**src/rtl/mem_arbiter.sv**
```systemverilog
// Round-robin arbiter sharing one single-port memory between instruction fetch (IF)
// and the load/store data port (DM); one non-overlapped transaction at a time.
module mem_arbiter #(
    parameter int ADDR_W  = 32,
    parameter int DATA_W  = 32,
    parameter int MEM_LAT = 2
) (
    input  logic              clk,
    input  logic              rst,
    input  logic              if_req,
    input  logic [ADDR_W-1:0] if_addr,
    output logic [DATA_W-1:0] if_rdata,
    output logic              if_ack,
    input  logic              dm_req,
    input  logic              dm_wren,
    input  logic [ADDR_W-1:0] dm_addr,
    input  logic [DATA_W-1:0] dm_wdata,
    output logic [DATA_W-1:0] dm_rdata,
    output logic              dm_ack,
    output logic              mem_en,
    output logic              mem_wren,
    output logic [ADDR_W-1:0] mem_addr,
    output logic [DATA_W-1:0] mem_wdata,
    input  logic [DATA_W-1:0] mem_rdata
);

    localparam logic [1:0] S_IDLE   = 2'd0;
    localparam logic [1:0] S_ACCESS = 2'd1;
    localparam logic [1:0] S_DONE   = 2'd2;

    localparam logic OWN_IF = 1'b0;
    localparam logic OWN_DM = 1'b1;

    logic [1:0]        state_q, state_d;
    logic [2:0]        cnt_q, cnt_d;
    logic              owner_q, owner_d;
    logic              last_q, last_d;
    logic              store_q, store_d;
    logic              memEn_q, memEn_d;
    logic              memWren_q, memWren_d;
    logic [ADDR_W-1:0] memAddr_q, memAddr_d;
    logic [DATA_W-1:0] memWdata_q, memWdata_d;
    logic [DATA_W-1:0] ifRdata_q, ifRdata_d;
    logic [DATA_W-1:0] dmRdata_q, dmRdata_d;
    logic              ifAck_q, ifAck_d;
    logic              dmAck_q, dmAck_d;
    logic              grantDm;

    // On a conflict the port that was not served last wins.
    assign grantDm = dm_req && (!if_req || (last_q == OWN_IF));

    always_comb begin
        state_d    = state_q;
        cnt_d      = cnt_q;
        owner_d    = owner_q;
        last_d     = last_q;
        store_d    = store_q;
        memEn_d    = 1'b0;
        memWren_d  = 1'b0;
        memAddr_d  = memAddr_q;
        memWdata_d = memWdata_q;
        ifRdata_d  = ifRdata_q;
        dmRdata_d  = dmRdata_q;
        ifAck_d    = 1'b0;
        dmAck_d    = 1'b0;

        case (state_q)
            S_IDLE: begin
                if (grantDm) begin
                    memAddr_d  = dm_addr;
                    memWdata_d = dm_wdata;
                    memWren_d  = dm_wren;
                    store_d    = dm_wren;
                    owner_d    = OWN_DM;
                    last_d     = OWN_DM;
                    memEn_d    = 1'b1;
                    cnt_d      = 3'(MEM_LAT);
                    state_d    = S_ACCESS;
                end else if (if_req) begin
                    memAddr_d  = if_addr;
                    store_d    = 1'b0;
                    owner_d    = OWN_IF;
                    last_d     = OWN_IF;
                    memEn_d    = 1'b1;
                    cnt_d      = 3'(MEM_LAT);
                    state_d    = S_ACCESS;
                end
            end
            S_ACCESS: begin
                cnt_d = cnt_q - 3'd1;
                // Read data is valid on the last counted edge; stores leave dm_rdata alone.
                if (cnt_q == 3'd1) begin
                    state_d = S_DONE;
                    if (owner_q == OWN_DM) begin
                        dmAck_d = 1'b1;
                        if (!store_q) begin
                            dmRdata_d = mem_rdata;
                        end
                    end else begin
                        ifAck_d   = 1'b1;
                        ifRdata_d = mem_rdata;
                    end
                end
            end
            S_DONE: begin
                state_d = S_IDLE;
            end
            default: begin
                state_d = S_IDLE;
            end
        endcase
    end

    always_ff @(posedge clk or posedge rst) begin
        if (rst) begin
            state_q    <= S_IDLE;
            cnt_q      <= 3'd0;
            owner_q    <= OWN_IF;
            last_q     <= OWN_IF;
            store_q    <= 1'b0;
            memEn_q    <= 1'b0;
            memWren_q  <= 1'b0;
            memAddr_q  <= '0;
            memWdata_q <= '0;
            ifRdata_q  <= '0;
            dmRdata_q  <= '0;
            ifAck_q    <= 1'b0;
            dmAck_q    <= 1'b0;
        end else begin
            state_q    <= state_d;
            cnt_q      <= cnt_d;
            owner_q    <= owner_d;
            last_q     <= last_d;
            store_q    <= store_d;
            memEn_q    <= memEn_d;
            memWren_q  <= memWren_d;
            memAddr_q  <= memAddr_d;
            memWdata_q <= memWdata_d;
            ifRdata_q  <= ifRdata_d;
            dmRdata_q  <= dmRdata_d;
            ifAck_q    <= ifAck_d;
            dmAck_q    <= dmAck_d;
        end
    end

    assign mem_en    = memEn_q;
    assign mem_wren  = memWren_q;
    assign mem_addr  = memAddr_q;
    assign mem_wdata = memWdata_q;
    assign if_rdata  = ifRdata_q;
    assign dm_rdata  = dmRdata_q;
    assign if_ack    = ifAck_q;
    assign dm_ack    = dmAck_q;

endmodule

```
**config.mk**
```make
export PLATFORM = sky130hd
export DESIGN_NAME = mem_arbiter
export DESIGN_NICKNAME = d
export VERILOG_FILES = /design/src/rtl/mem_arbiter.sv
export SDC_FILE = /design/constraint.sdc
export NUM_CORES = 1
export LEC_CHECK = 0
export ABC_AREA = 1
export BUFFER_PORTS_ARGS = -buffer_cell sky130_fd_sc_hd__buf_2
export CELL_PAD_IN_SITES_DETAIL_PLACEMENT = 0
export CELL_PAD_IN_SITES_GLOBAL_PLACEMENT = 1
export CORE_MARGIN = 3
export CORE_UTILIZATION = 36
export CTS_CLUSTER_SIZE = 14
export DETAILED_ROUTE_END_ITERATION = 6
export MAX_ROUTING_LAYER = met4
export PLACE_DENSITY = 0.95
export SLEW_MARGIN = 40
export SYNTH_ARGS = -nofsm -noshare
export SYNTH_HDL_FRONTEND = slang
export SYNTH_SLANG_ARGS = --single-unit
```
**constraint.sdc**
```tcl
create_clock -name clk -period 11.3 [get_ports clk]
set_input_delay 2.825 -clock clk [delete_from_list [all_inputs] [get_ports clk]]
set_output_delay 2.825 -clock clk [all_outputs]
set_load 0.05 [all_outputs]
```
==> metrics.md <==
| Metric | Value |
|---|---|
| Status | finished clean |
| Die ar. | 17,800 um2 |
| Area growth from synthesis to layout | 35.6% |
| Slew Limit Fails | 0 |
| Iteration-0 DRC Markers | 293 |
| Switching share of total power | 52.6% |
| Final setup TNS | 0 ns |
| Lkg Pwr | 4.65 nW |
| FF-to-FF End | mem_wdata[10] |
| Largest net degree at the start of global routing | 73 |
| P_int | 0.00142 W |
| Crit path capture | mem_wdata[10] |
| RSZ-0062 raised after global routing | false |
| Vias in the first global route | 5,225 |
| Placed cell areas | 7280 um2 |
| Clk pin slew, worst setup/hold paths | 0.06 ns |
| Crit path DAT | 5.28 ns |
| P_sw | 0.00158 W |
| Clk pwr share | 18.9% |
| Worst Hold Margin | 0.464 ns |
| Yosys reg bits | 139 |
| CP Class | primary input to flip-flop |
| CTS Hold Bufs | 0 |
| Post-synth top area share | 59.5% |
| Reg power frac | 29.0% |
| Worst Skew | 0.00663 ns |
| Area leader, netlist | dfrtp_1 |
| R2r startpoint | last_q |
| Logic gate share of total power | 52.1% |
| Clock root cell | clkbuf_16 |
| Post-CTS Resized | 0 |
| DRC | 0 |
| Core area | 15,500 um2 |
| Placer Congestion | 0.819 |
| R2R cell count | 6 |
| CTS tree | done |
| Hold Path Stages | 2 |
| Clock buffer count from CTS | 17 |
| Die Ht | 133 um |
| Tcrit/Tclk final | 44.1% |
| Htree depth | 4 |
| Starting density of the core | 37.6% |
| Share of post-route cells with drive strength above 1 | 32.3% |
| Setup crit start kind | primary input |
| Fmax | 201 MHz |
| CP required | 11.60 ns |
| Ys Warns | 0 |
| Global-route wire length before repair | 26.8 mm |
| Distinct cells, synth | 16 |
| Total congestion overflow | 0 |
| Antenna violations before repair | 1 |
| Worst Max-Slew Pin Slew | 0.664 ns |
| IO Pins | 265 |
| Relative slew margins | 55.7% |
| CTS max path bufs | 2 |
| Min-Delay Path Class | flip-flop to flip-flop |
| Crit path capture type | flip-flop |
| Hold Vio Cnt, Final | 0 |
| Net Count, Synth | 847 |
| Design area | 7930 um2 |
| Post-CTS setup buffer count | 0 |
| VDD IR-drop max | 0.164 mV |
| Sequential fraction of the synthesis area | 59.5% |
| Gate Count Post-Synth | 712 |
| PwrDens | 379 nW/um2 |
| FP Rows | 45 |
| Later-pin clock latency in the skew report | 0.41 ns |
| Post-synthesis instance area | 5840 um2 |
| Antenna viol nets, final | 0 |
| Via count | 5,506 |
| Worst R2R Setup Slack | 8.34 ns |
| Post-DR wirelength/cell | 14.0 um |
| Avg Inst Size Synth | 8.21 um2 |
| Synth area leaders | dfrtp_1 60%, nand2_1 26%, nand3_1 8.8% |
| DRT Pass-1 Iters | 5 |
| Setup violators final | 0 |
| Fin nets | 1,094 |
| Routed WL | 16.6 mm |
| CP max FO | 34 |
| Setup crit start | if_req |
| Final min period | 4.98 ns |
| Sink Count | 139 |
| Max-Cap Viols | 0 |
| Vias per inst | 4.65 |
| Total GRT Usage | 19.2% |
| Buffers on Ports | 264 |
| Die X | 133 um |
| Post-DP HPWL | 11.5 mm |
per-layer routing:
metal,vias up,routed length (um),GRT usage [%]
met5,-,0,-
met4,0,139,5.49
met3,15,1070,4.12
met2,223,8030,30.4
met1,2554,7330,25.2
li1,2714,-,-
flip-flops by register name (all words and copies together) (netlist names), 2 cells and up:
| signal | flops |
|---|---|
| cnt_q | 3 |
| if_rdata | 32 |
| dm_rdata | 32 |
| mem_addr | 32 |
| state_q | 2 |
| mem_wdata | 32 |
final cells by class:
class / count / area, um2
timing repair buffer: 269 / 1390
antenna: 1 / 2.50
clock inverter: 11 / 144
multi-input combinational: 518 / 2130
tap: 211 / 264
clock buffer: 20 / 457
sequential: 139 / 3480
fill: 1543 / 7610
inverter: 14 / 57.6
how the worst min path moves through the flow:
stage	start	endpoint	slack, ns
floorplan	store_q	store_q	0.45
CTS	dm_rdata[2]	dm_rdata[2]	0.47
finish	dm_rdata[23]	dm_rdata[23]	0.46
global route	if_rdata[15]	if_rdata[15]	0.48
global placement	dm_rdata[17]	dm_rdata[17]	0.45
detailed placement	dm_rdata[2]	dm_rdata[2]	0.45
power groups by stage:
stage	sequential (W)	combinational [W]	clock [W]
2_1_floorplan	0.00166	0.000394	0
3_3_place_gp	0.000868	0.00155	0
3_5_place_dp	0.000872	0.00157	0
4_1_cts	0.000871	0.00157	0.000578
5_1_grt	0.000902	0.00167	0.000600
6_report	0.000871	0.00157	0.000567
synth_stat cells:
master and count:
buf_2 22, buf_1 2, nand3_1 103, clkbuf_1 16, nor2_1 2, nand2_1 401
o21ai_2 1, inv_2 3, nor3_1 1, nor2_4 2, dfrtp_1 139, ha_1 2
inv_1 11, buf_4 1, nand2_2 5, or2_2 1
cell families (layout without fill, tap and decap cells):
| family | after synthesis | count (layout) | share of synthesized area, % |
|---|---|---|---|
| AOI/OAI and AO/OA | 1 | 1 | 0.150 |
| buffers and inverters | 55 | 314 | 4.07 |
| other | 0 | 1 | 0 |
| DFF | 139 | 139 | 59.5 |
| adders and majority gates | 2 | 2 | 0.428 |
| and+or+nand+nor | 515 | 515 | 35.8 |
stage by stage:
stage / util (%) / std cells / worst slack, ns / power, W
3_5_place_dp: 46.8 / 1149 / 5.89 / 0.00244
6_report: 51.0 / 1183 / 6.32 / 0.00300
5_1_grt: 51.0 / 1183 / 6.02 / 0.00318
4_1_cts: 50.7 / 1180 / 6.34 / 0.00301
3_3_place_gp: 46.8 / 1149 / 5.92 / 0.00242
2_1_floorplan: - / 712 / 4.75 / 0.00206
cell usage in the layout, fill, tap and decap left out, types with 2 or more instances in the layout:
| cell | n |
|---|---|
| nand2_1 | 400 |
| buf_2 | 264 |
| dfrtp_1 | 139 |
| nand3_1 | 103 |
| clkbuf_16 | 17 |
| inv_1 | 10 |
| nand2_2 | 6 |
| clkinv_2 | 4 |
| inv_2 | 3 |
| bufinv_16 | 3 |
| nor2_4 | 2 |
| inv_6 | 2 |
| ha_1 | 2 |
| clkbuf_8 | 2 |
| clkinv_4 | 2 |
| buf_4 | 2 |
worst max-delay path, cell delays in order:
cell,delay [ns]
buf_2,0.12
nand2_2,0.43
nand2_2,0.52
inv_2,0.60
nand2_2,0.51
nand2_1,0.19
nand2_1,0.07
Power figures use the tool's default switching activity.
